===== src/rtl/wb_vector_arbiter.sv =====
// Write-back stage driving the scalar and vector register-file write ports.
// Convolution writes that lose the vector port wait in an in-order queue.
module wb_vector_arbiter #(
  parameter int LENGTH     = 16,
  parameter int INT8       = 8,
  parameter int INT32      = 32,
  parameter int CONV_DEPTH = 4
) (
  input  logic                        clk,
  input  logic                        reset,
  input  logic [LENGTH*INT8-1:0]      conv_result,
  input  logic [4:0]                  conv_addr,
  input  logic                        conv_write,
  input  logic [4:0]                  rD,
  input  logic [INT32-1:0]            s_result,
  input  logic [LENGTH*INT8-1:0]      v_result,
  input  logic [INT32-1:0]            smem,
  input  logic [LENGTH*INT8-1:0]      vmem,
  input  logic                        ldr,
  input  logic [1:0]                  wb,
  output logic                        s_we,
  output logic [4:0]                  s_waddr,
  output logic [INT32-1:0]            s_wdata,
  output logic                        v_we,
  output logic [4:0]                  v_waddr,
  output logic [LENGTH*INT8-1:0]      v_wdata,
  output logic                        conv_full,
  output logic [$clog2(CONV_DEPTH):0] conv_count,
  output logic                        conv_overflow
);
  localparam int VW = LENGTH * INT8;
  localparam int PW = $clog2(CONV_DEPTH);
  localparam int CW = PW + 1;
  localparam logic [CW-1:0] DEPTH = CW'(CONV_DEPTH);

  logic [VW-1:0]         qdata_q [CONV_DEPTH];
  logic [4:0]            qaddr_q [CONV_DEPTH];
  logic [CONV_DEPTH-1:0] qvld_q, qvld_d;
  logic [PW-1:0]         head_q, head_d;
  logic [PW-1:0]         tail_q, tail_d;
  logic [CW-1:0]         cnt_q, cnt_d;
  logic                  full_q, full_d;
  logic                  ovf_q, ovf_d;

  logic                  s_we_q, s_we_d;
  logic [4:0]            s_waddr_q, s_waddr_d;
  logic [INT32-1:0]      s_wdata_q, s_wdata_d;
  logic                  v_we_q, v_we_d;
  logic [4:0]            v_waddr_q, v_waddr_d;
  logic [VW-1:0]         v_wdata_q, v_wdata_d;

  logic pipe_v, empty, full;
  logic head_kill, head_live;
  logic grant_head, bypass;
  logic pop, push_req, push, drop;

  always_comb begin
    pipe_v     = (wb == 2'b10);
    empty      = (cnt_q == '0);
    full       = (cnt_q == DEPTH);
    head_kill  = pipe_v && (qaddr_q[head_q] == rD);
    head_live  = !empty && qvld_q[head_q] && !head_kill;
    grant_head = !pipe_v && head_live;
    bypass     = !pipe_v && empty && conv_write;
    pop        = !empty && (grant_head || !head_live);
    push_req   = conv_write && !bypass;
    push       = push_req && (!full || pop);
    drop       = push_req && full && !pop;
  end

  // Kill older entries first; a same-cycle push is newer and stays valid.
  always_comb begin
    qvld_d = qvld_q;
    for (int i = 0; i < CONV_DEPTH; i++) begin
      if (pipe_v && (qaddr_q[i] == rD)) qvld_d[i] = 1'b0;
    end
    if (pop)  qvld_d[head_q] = 1'b0;
    if (push) qvld_d[tail_q] = 1'b1;
    head_d = pop  ? head_q + PW'(1) : head_q;
    tail_d = push ? tail_q + PW'(1) : tail_q;
    cnt_d  = cnt_q + CW'(push) - CW'(pop);
    full_d = (cnt_d == DEPTH);
    ovf_d  = ovf_q | drop;
  end

  always_comb begin
    s_we_d    = (wb == 2'b01);
    s_waddr_d = '0;
    s_wdata_d = '0;
    if (s_we_d) begin
      s_waddr_d = rD;
      s_wdata_d = ldr ? smem : s_result;
    end
  end

  always_comb begin
    v_we_d    = 1'b0;
    v_waddr_d = '0;
    v_wdata_d = '0;
    unique case (1'b1)
      pipe_v: begin
        v_we_d    = 1'b1;
        v_waddr_d = rD;
        v_wdata_d = ldr ? vmem : v_result;
      end
      grant_head: begin
        v_we_d    = 1'b1;
        v_waddr_d = qaddr_q[head_q];
        v_wdata_d = qdata_q[head_q];
      end
      bypass: begin
        v_we_d    = 1'b1;
        v_waddr_d = conv_addr;
        v_wdata_d = conv_result;
      end
      default: ;
    endcase
  end

  always_ff @(posedge clk) begin
    if (reset) begin
      qvld_q    <= '0;
      head_q    <= '0;
      tail_q    <= '0;
      cnt_q     <= '0;
      full_q    <= 1'b0;
      ovf_q     <= 1'b0;
      s_we_q    <= 1'b0;
      s_waddr_q <= '0;
      s_wdata_q <= '0;
      v_we_q    <= 1'b0;
      v_waddr_q <= '0;
      v_wdata_q <= '0;
    end else begin
      qvld_q    <= qvld_d;
      head_q    <= head_d;
      tail_q    <= tail_d;
      cnt_q     <= cnt_d;
      full_q    <= full_d;
      ovf_q     <= ovf_d;
      s_we_q    <= s_we_d;
      s_waddr_q <= s_waddr_d;
      s_wdata_q <= s_wdata_d;
      v_we_q    <= v_we_d;
      v_waddr_q <= v_waddr_d;
      v_wdata_q <= v_wdata_d;
    end
  end

  // Payload needs no reset: entries are only read while their valid bit is set.
  always_ff @(posedge clk) begin
    if (!reset && push) begin
      qdata_q[tail_q] <= conv_result;
      qaddr_q[tail_q] <= conv_addr;
    end
  end

  assign s_we          = s_we_q;
  assign s_waddr       = s_waddr_q;
  assign s_wdata       = s_wdata_q;
  assign v_we          = v_we_q;
  assign v_waddr       = v_waddr_q;
  assign v_wdata       = v_wdata_q;
  assign conv_full     = full_q;
  assign conv_count    = cnt_q;
  assign conv_overflow = ovf_q;

endmodule


===== config.mk =====
export PLATFORM = sky130hd
export DESIGN_NAME = wb_vector_arbiter
export DESIGN_NICKNAME = d
export VERILOG_FILES = /design/src/rtl/wb_vector_arbiter.sv
export SDC_FILE = /design/constraint.sdc
export NUM_CORES = 1
export LEC_CHECK = 0
export ABC_CLOCK_PERIOD_IN_PS = 8550
export BUFFER_PORTS_ARGS = -buffer_cell sky130_fd_sc_hd__buf_2
export CORE_ASPECT_RATIO = 1.2
export CORE_MARGIN = 4
export CORE_UTILIZATION = 45
export CTS_BUF_LIST = sky130_fd_sc_hd__clkbuf_4 sky130_fd_sc_hd__clkbuf_8 sky130_fd_sc_hd__clkbuf_16
export DETAILED_ROUTE_END_ITERATION = 10
export HOLD_SLACK_MARGIN = 0.08
export PLACE_DENSITY = 0.82
export SYNTH_ARGS = -nofsm -noshare
export SYNTH_HDL_FRONTEND = slang
export SYNTH_SLANG_ARGS = --single-unit

===== constraint.sdc =====
create_clock -name clk -period 8.55 [get_ports clk]
set_input_delay 0.855 -clock clk [delete_from_list [all_inputs] [get_ports clk]]
set_output_delay 0.855 -clock clk [all_outputs]
set_load 0.05 [all_outputs]

==> flow_summary_export.csv, run 1 <==
group,metric,value,unit
logic_synthesis,synth-main-ff-cell,"edfxtp_1",
clock_network,cts.clk_slew.worst_paths,0.06,ns
sta,setup_viol,0,
placement,io_buffers,640,
global_route,antenna_found_initial,13,
placement,place_congestion,0.945,
pwr,power_density,280,mW/mm^2
sta,tns,0,ns
worst_setup_path,r2r_slack,4.39,ns
clock_network,cts_resized,0,
logic_synthesis,syn_area,0.0279,sq mm
pwr,p_seq_share,43.9,%
logic_synthesis,synth_area_leaders,"edfxtp_1 57%, dfxtp_1 13%, mux4_2 11%, mux2_2 5.3%, a222oi_1 4.8%",
worst_setup_path,crit_slowest_cell,"dfxtp_4",
hold_path,hold_path_class,"reg -> reg",
worst_setup_path,critPathBufInv,2,
logic_synthesis,yosys.area_share.simple,3.20,%
worst_setup_path,cpLargestDelayFamily,"flip-flops",
logic_synthesis,synth_warnings,0,
clock_network,h-tree-depth,3,
route,wl,71.7,mm
finish,final_cell_mix,"639 x buf_2, 532 x edfxtp_1, 185 x dfxtp_1",
clock_network,clockBufferDepth,3,
clock_network,cts_tree,"yes",
route,drt_iter0_drc,2165,
clock_network,post_cts_buffers,0,
pwr,combPwrFrac,23.4,%
pwr,power_switching,2.82,mW
logic_synthesis,async_flop_share,0,%
global_route,grt_pass1_wl,107,mm
route,antenna_left,0,
global_route,grtUsageTotal,20.7,%
worst_setup_path,path_cells,"mux4_2, xnor2_1, nand3_2, o211ai_1, nand2b_1, ha_1, inv_1, ha_1, inv_1, fa_1, xor2_1, xnor2_1, nor4b_1",
route,drc,0,
sta,rsz0062_at_grt,"false",
logic_synthesis,synth-edff-count,532,
route,firstDrtPassIters,7,
worst_setup_path,worstSetupPathType,"reg -> reg",
finish,syn2layout_area_growth,22.8,%
logic_synthesis,synthMuxAreaShare,17.3,%
worst_setup_path,path_max_fanout,47,
clock_network,cts_hold_buf,0,
placement,dp_hpwl,47.0,mm
sta,fin_skew,0.0159,ns
sta,fmax,240,MHz
sta,fin_ws,4.39,ns
logic_synthesis,synth_seq_area_share,70.6,%
logic_synthesis,synth_compound_area_share,5.52,%
clock_network,cts_buffers,71,
run_status,status,"finished clean",
sta,relSlewSlack,28.3,%
floorplan,start_util,45.6,%
route,via_count,17500,
finish,drive_gt1_share,47.5,%
sta,hold_viol,0,
finish,nets,2654,
pwr,p_int,6.79,mW
logic_synthesis,synth_nets,2041,
worst_setup_path,required,9.03,ns
finish,final_cell_area,0.0343,sq mm
sta,tightest_slew,1.08,ns
logic_synthesis,synth.distinct_cells,48,
finish,layout_commonest_cell,"buf_2",
pwr,p_clk_share,32.8,%
placement,place_inst,2914,
sta,holdWs,0.453,ns
pwr,swShare,29.4,%
floorplan,num_rows,99,
logic_synthesis,synth-xor-area-share,0.901,%
logic_synthesis,synth_top_cell_by_area,"edfxtp_1",
route,vias_per_cell,5.72,
logic_synthesis,synth_area_per_cell,17.8,sq um
pwr,irDropWorstVdd,186,uV
logic_synthesis,synth_seq_cells,719,
clock_network,insertion_delay,0.61,ns
global_route,grt-ovfl-total,0,
logic_synthesis,synth.top_cell.area_share,57.2,%
logic_synthesis,synth_adder_area_share,0.520,%
pwr,leakage,12.7,nW
finish,fillCellCount,4674,
floorplan,ios,641,
clock_network,clock-root-buffer,"clkbuf_16",
worst_setup_path,worstPathArrival,4.65,ns
run,max-cap-violations,0,
worst_setup_path,cp-end-kind,"register",
finish,final_cells,3054,
floorplan,design.die.area,0.0661,sq mm
route,wl_per_cell,23.5,um
worst_setup_path,start_kind,"register",
logic_synthesis,synth_top_family_by_area,"multiplexers",
placement,placed_area,0.0319,sq mm
sta,finalCritPeriodShare,48.7,%
sta,min_period,4.16,ns
sta,report.final.slew_viol_count,0,
placement,dp_slack,4.24,ns
global_route,grt_max_degree,75,
global_route,grt_pass1_vias,18100,
floorplan,fp.dieW,235,um
floorplan,coreArea,0.0612,sq mm
clock_network,cts.sinks,719,
logic_synthesis,syn_inst,1566,
worst_setup_path,max_stage_delay,1.00,ns
floorplan,fp.dieH,281,um
worst register-to-register path, stage by stage (launching register included):
cell and delay, ns:
dfxtp_4 1.00, mux4_2 0.66, xnor2_1 0.25, nand3_2 0.21
o211ai_1 0.26, nand2b_1 0.10, ha_1 0.30, inv_1 0.06
ha_1 0.14, inv_1 0.05, fa_1 0.39, xor2_1 0.17
xnor2_1 0.16, nor4b_1 0.31
power groups by stage:
stage / Clock [mW] / Combinational (mW) / Sequential (mW)
after floorplan: 0 / 1.38 / 4.52
after global placement: 0 / 2.21 / 4.28
after detailed placement: 0 / 2.24 / 4.30
after CTS: 3.21 / 2.26 / 4.23
after global routing: 3.37 / 2.39 / 4.25
final: 3.15 / 2.25 / 4.22
stage by stage:
stage | util, % | total power, mW
2_1_floorplan | - | 5.90
3_3_place_gp | 52.1 | 6.50
3_5_place_dp | 52.1 | 6.54
4_1_cts | 56.0 | 9.70
5_1_grt | 56.0 | 10.0
6_report | 56.0 | 9.61
per-layer routing:
metal  vias up  wire length (um)  GRT usage, %
met5         -                57             0
met4        10              1550          6.46
met3       109              5620          4.64
met2       946             37200          36.6
met1      8775             27300          25.6
li1       7620                 -             -
area by class of cell:
cell class | count | area (sq um) | area share, %
Clock buffer | 96 | 2040 | 5.95
Timing Repair Buffer | 660 | 3360 | 9.80
Clock inverter | 35 | 350 | 1.02
Sequential cell | 719 | 19700 | 57.5
Tap cell | 808 | 1010 | 2.95
Antenna cell | 9 | 22.5 | 0.0657
Multi-Input combinational cell | 708 | 7710 | 22.5
Inverter | 19 | 71.3 | 0.208
worst paths after layout:
| path | from | to | depth (start not counted) |
|---|---|---|---|
| setup / recovery | register | conv_full | 13 |
| hold / removal | conv_overflow | conv_overflow | 2 |
| setup reg to reg | register | conv_full | 13 |
| hold reg to reg | conv_overflow | conv_overflow | 2 |
kinds of logic (layout without fill, tap and decap cells):
kind of cell | after synthesis | after routing
and+or+nand+nor | 213 | 213
muxes | 298 | 298
buffers and inverters | 139 | 810
other | 0 | 9
xor gates and xnor gates | 27 | 27
AOI/OAI and AO/OA | 159 | 159
DFF | 719 | 719
adders and majority gates | 11 | 11
cells in the mapped netlist, drive strengths merged, types with 3 or more instances:
master,count
nor2b,5
mux4,134
mux2,131
xnor2,25
ha,10
o21ai,3
o211ai,4
dfxtp,187
and2,6
buf,27
nand2,7
mux2i,33
and3,3
nand4,5
o221ai,7
edfxtp,532
a222oi,133
clkbuf,93
nor2,174
inv,19
sequential cells by signal (all words and copies together), names as in the netlist, named ones only:
name           flops
s_we               1
qdata_q          512
qvld_q             4
s_wdata           32
head_q             2
tail_q             2
qaddr_q           20
v_wdata          128
v_waddr            5
conv_overflow      1
conv_full          1
s_waddr            5
conv_count         3
v_we               1
(Power assumes the default switching activity.)
==> run 2, diff against run 1 <==
Settings changed: ABC_CLOCK_PERIOD_IN_PS 8550 to 4300, PLACE_DENSITY 0.82 to 0.79.
Clock period 8.55 ns to 4.3 ns, I/O delays scaled along.
==> run 2 against run 1 <==
  * Cell area up 5.8%
  * First-iteration DRC count is 2.3% higher
  * Fmax grew 13%
  * Core utilization increased by 3.3 points
  * Non-clock buffer count rose by 191
  * Critical endpoint unchanged
==> flow_summary_export.csv, run 2 (synthesized netlist as in run 1, its figures left out) <==
group,metric,value,unit
sta,min_period,3.67,ns
sta,report.final.slew_viol_count,0,
run,max-cap-violations,0,
clock_network,cts_buffers,70,
sta,fin_ws,0.629,ns
placement,place_inst,2918,
clock_network,cts_tree,"yes",
pwr,swShare,29.5,%
sta,rsz0062_at_grt,"false",
worst_setup_path,worstPathArrival,4.17,ns
placement,io_buffers,640,
floorplan,num_rows,99,
sta,tightest_slew,1.08,ns
pwr,p_clk_share,32.0,%
finish,final_cells,3241,
finish,drive_gt1_share,43.9,%
global_route,grt_pass1_vias,19900,
clock_network,clock-root-buffer,"clkbuf_16",
placement,place_congestion,0.948,
sta,finalCritPeriodShare,85.4,%
finish,final_cell_area,0.0363,sq mm
placement,placed_area,0.0321,sq mm
clock_network,h-tree-depth,3,
pwr,irDropWorstVdd,375,uV
global_route,grtUsageTotal,22.2,%
floorplan,ios,641,
worst_setup_path,cp-end-kind,"register",
clock_network,cts_resized,0,
clock_network,post_cts_buffers,0,
clock_network,clockBufferDepth,3,
pwr,total_power,19.2,mW
route,drt_iter0_drc,2215,
finish,final_cell_mix,"639 x buf_2, 532 x edfxtp_1, 187 x dlygate4sd3_1",
floorplan,fp.dieH,281,um
pwr,p_int,13.5,mW
finish,syn2layout_area_growth,30.0,%
route,drc,0,
finish,final-seq-area,0.0197,sq mm
clock_network,cts.clk_slew.worst_paths,0.06,ns
hold_path,hold_path_class,"in -> reg",
pwr,leakage,13.5,nW
finish,fin_util,59.3,%
route,antenna_left,0,
finish,nets,2844,
route,via_count,18700,
sta,tns,0,ns
floorplan,fp.dieW,235,um
finish,multi_input_area,0.00771,sq mm
floorplan,design.die.area,0.0661,sq mm
floorplan,coreArea,0.0612,sq mm
pwr,combPwrFrac,25.2,%
placement,dp_hpwl,46.4,mm
route,wl,76.2,mm
worst_setup_path,worstSetupPathType,"reg -> reg",
worst_setup_path,path_max_fanout,20,
global_route,grt-ovfl-total,0,
sta,relSlewSlack,28.2,%
sta,setup_viol,0,
floorplan,start_util,45.6,%
route,firstDrtPassIters,7,
pwr,power_density,529,mW/mm^2
finish,regMostFlops,"qdata_q",
finish,layout_commonest_cell,"buf_2",
run_status,status,"finished clean",
pwr,p_seq_share,42.8,%
sta,hold_viol,0,
route,vias_per_cell,5.77,
worst_setup_path,start_kind,"register",
finish,fillCellCount,4424,
global_route,antenna_found_initial,6,
route,wl_per_cell,23.5,um
placement,dp_slack,0.608,ns
sta,holdWs,0.118,ns
sta,fmax,272,MHz
sta,fin_skew,0.0281,ns
clock_network,cts.sinks,719,
worst_setup_path,required,4.80,ns
global_route,grt_max_degree,135,
pwr,power_switching,5.68,mW
global_route,grt_pass1_wl,115,mm
finish,largest_reg_flops,512,
clock_network,insertion_delay,0.61,ns
[run 2: worst max-delay path, stage by stage, from the launching register on]
cell and delay [ns]:
dfxtp_4 0.61, mux4_2 0.59, xnor2_1 0.28, nand3_2 0.22, o211ai_1 0.27, nand2b_1 0.09
ha_1 0.30, inv_1 0.06, ha_1 0.13, inv_1 0.06, fa_1 0.41, xor2_1 0.16
xnor2_1 0.15, nor4b_1 0.24
[run 2: final cells by class]
type / count / area share (%)
Sequential cell: 719 / 54.4
Multi-Input combinational cell: 708 / 21.3
Timing Repair Buffer: 851 / 14.9
Clock buffer: 92 / 5.52
Tap cell: 808 / 2.79
Clock inverter: 37 / 0.934
Inverter: 19 / 0.197
Antenna cell: 7 / 0.0483
[run 2: what timing repair did]
item | 4_1_cts | 5_1_grt
hold endpoints to repair | 561 | 0
hold buffers | 187 | 0
setup endpoints to repair | 0 | 0
[run 2: final timing paths]
path	startpoint	end	slack, ns	cells after the start
min	s_result[10]	s_wdata[10]	0.12	3
max reg2reg	register	conv_full	0.63	13
min reg2reg	conv_overflow	conv_overflow	0.46	2
max	register	conv_full	0.63	13
[run 2: power by group through the flow]
stage | sequential (mW) | combinational, mW | clock [mW]
after CTS | 8.23 | 4.85 | 6.28
after floorplan | 8.95 | 2.75 | 0
final | 8.23 | 4.84 | 6.15
after global placement | 8.34 | 4.60 | 0
after detailed placement | 8.37 | 4.68 | 0
after global routing | 8.27 | 5.16 | 6.58
[run 2: per-layer routing]
layer	global-route usage [%]	wire, um	vias to the layer above
met5	0	13	-
met4	7.58	2440	2
met3	4.43	6360	182
met2	39.0	39800	1124
met1	27.6	27500	9409
li1	-	-	7998
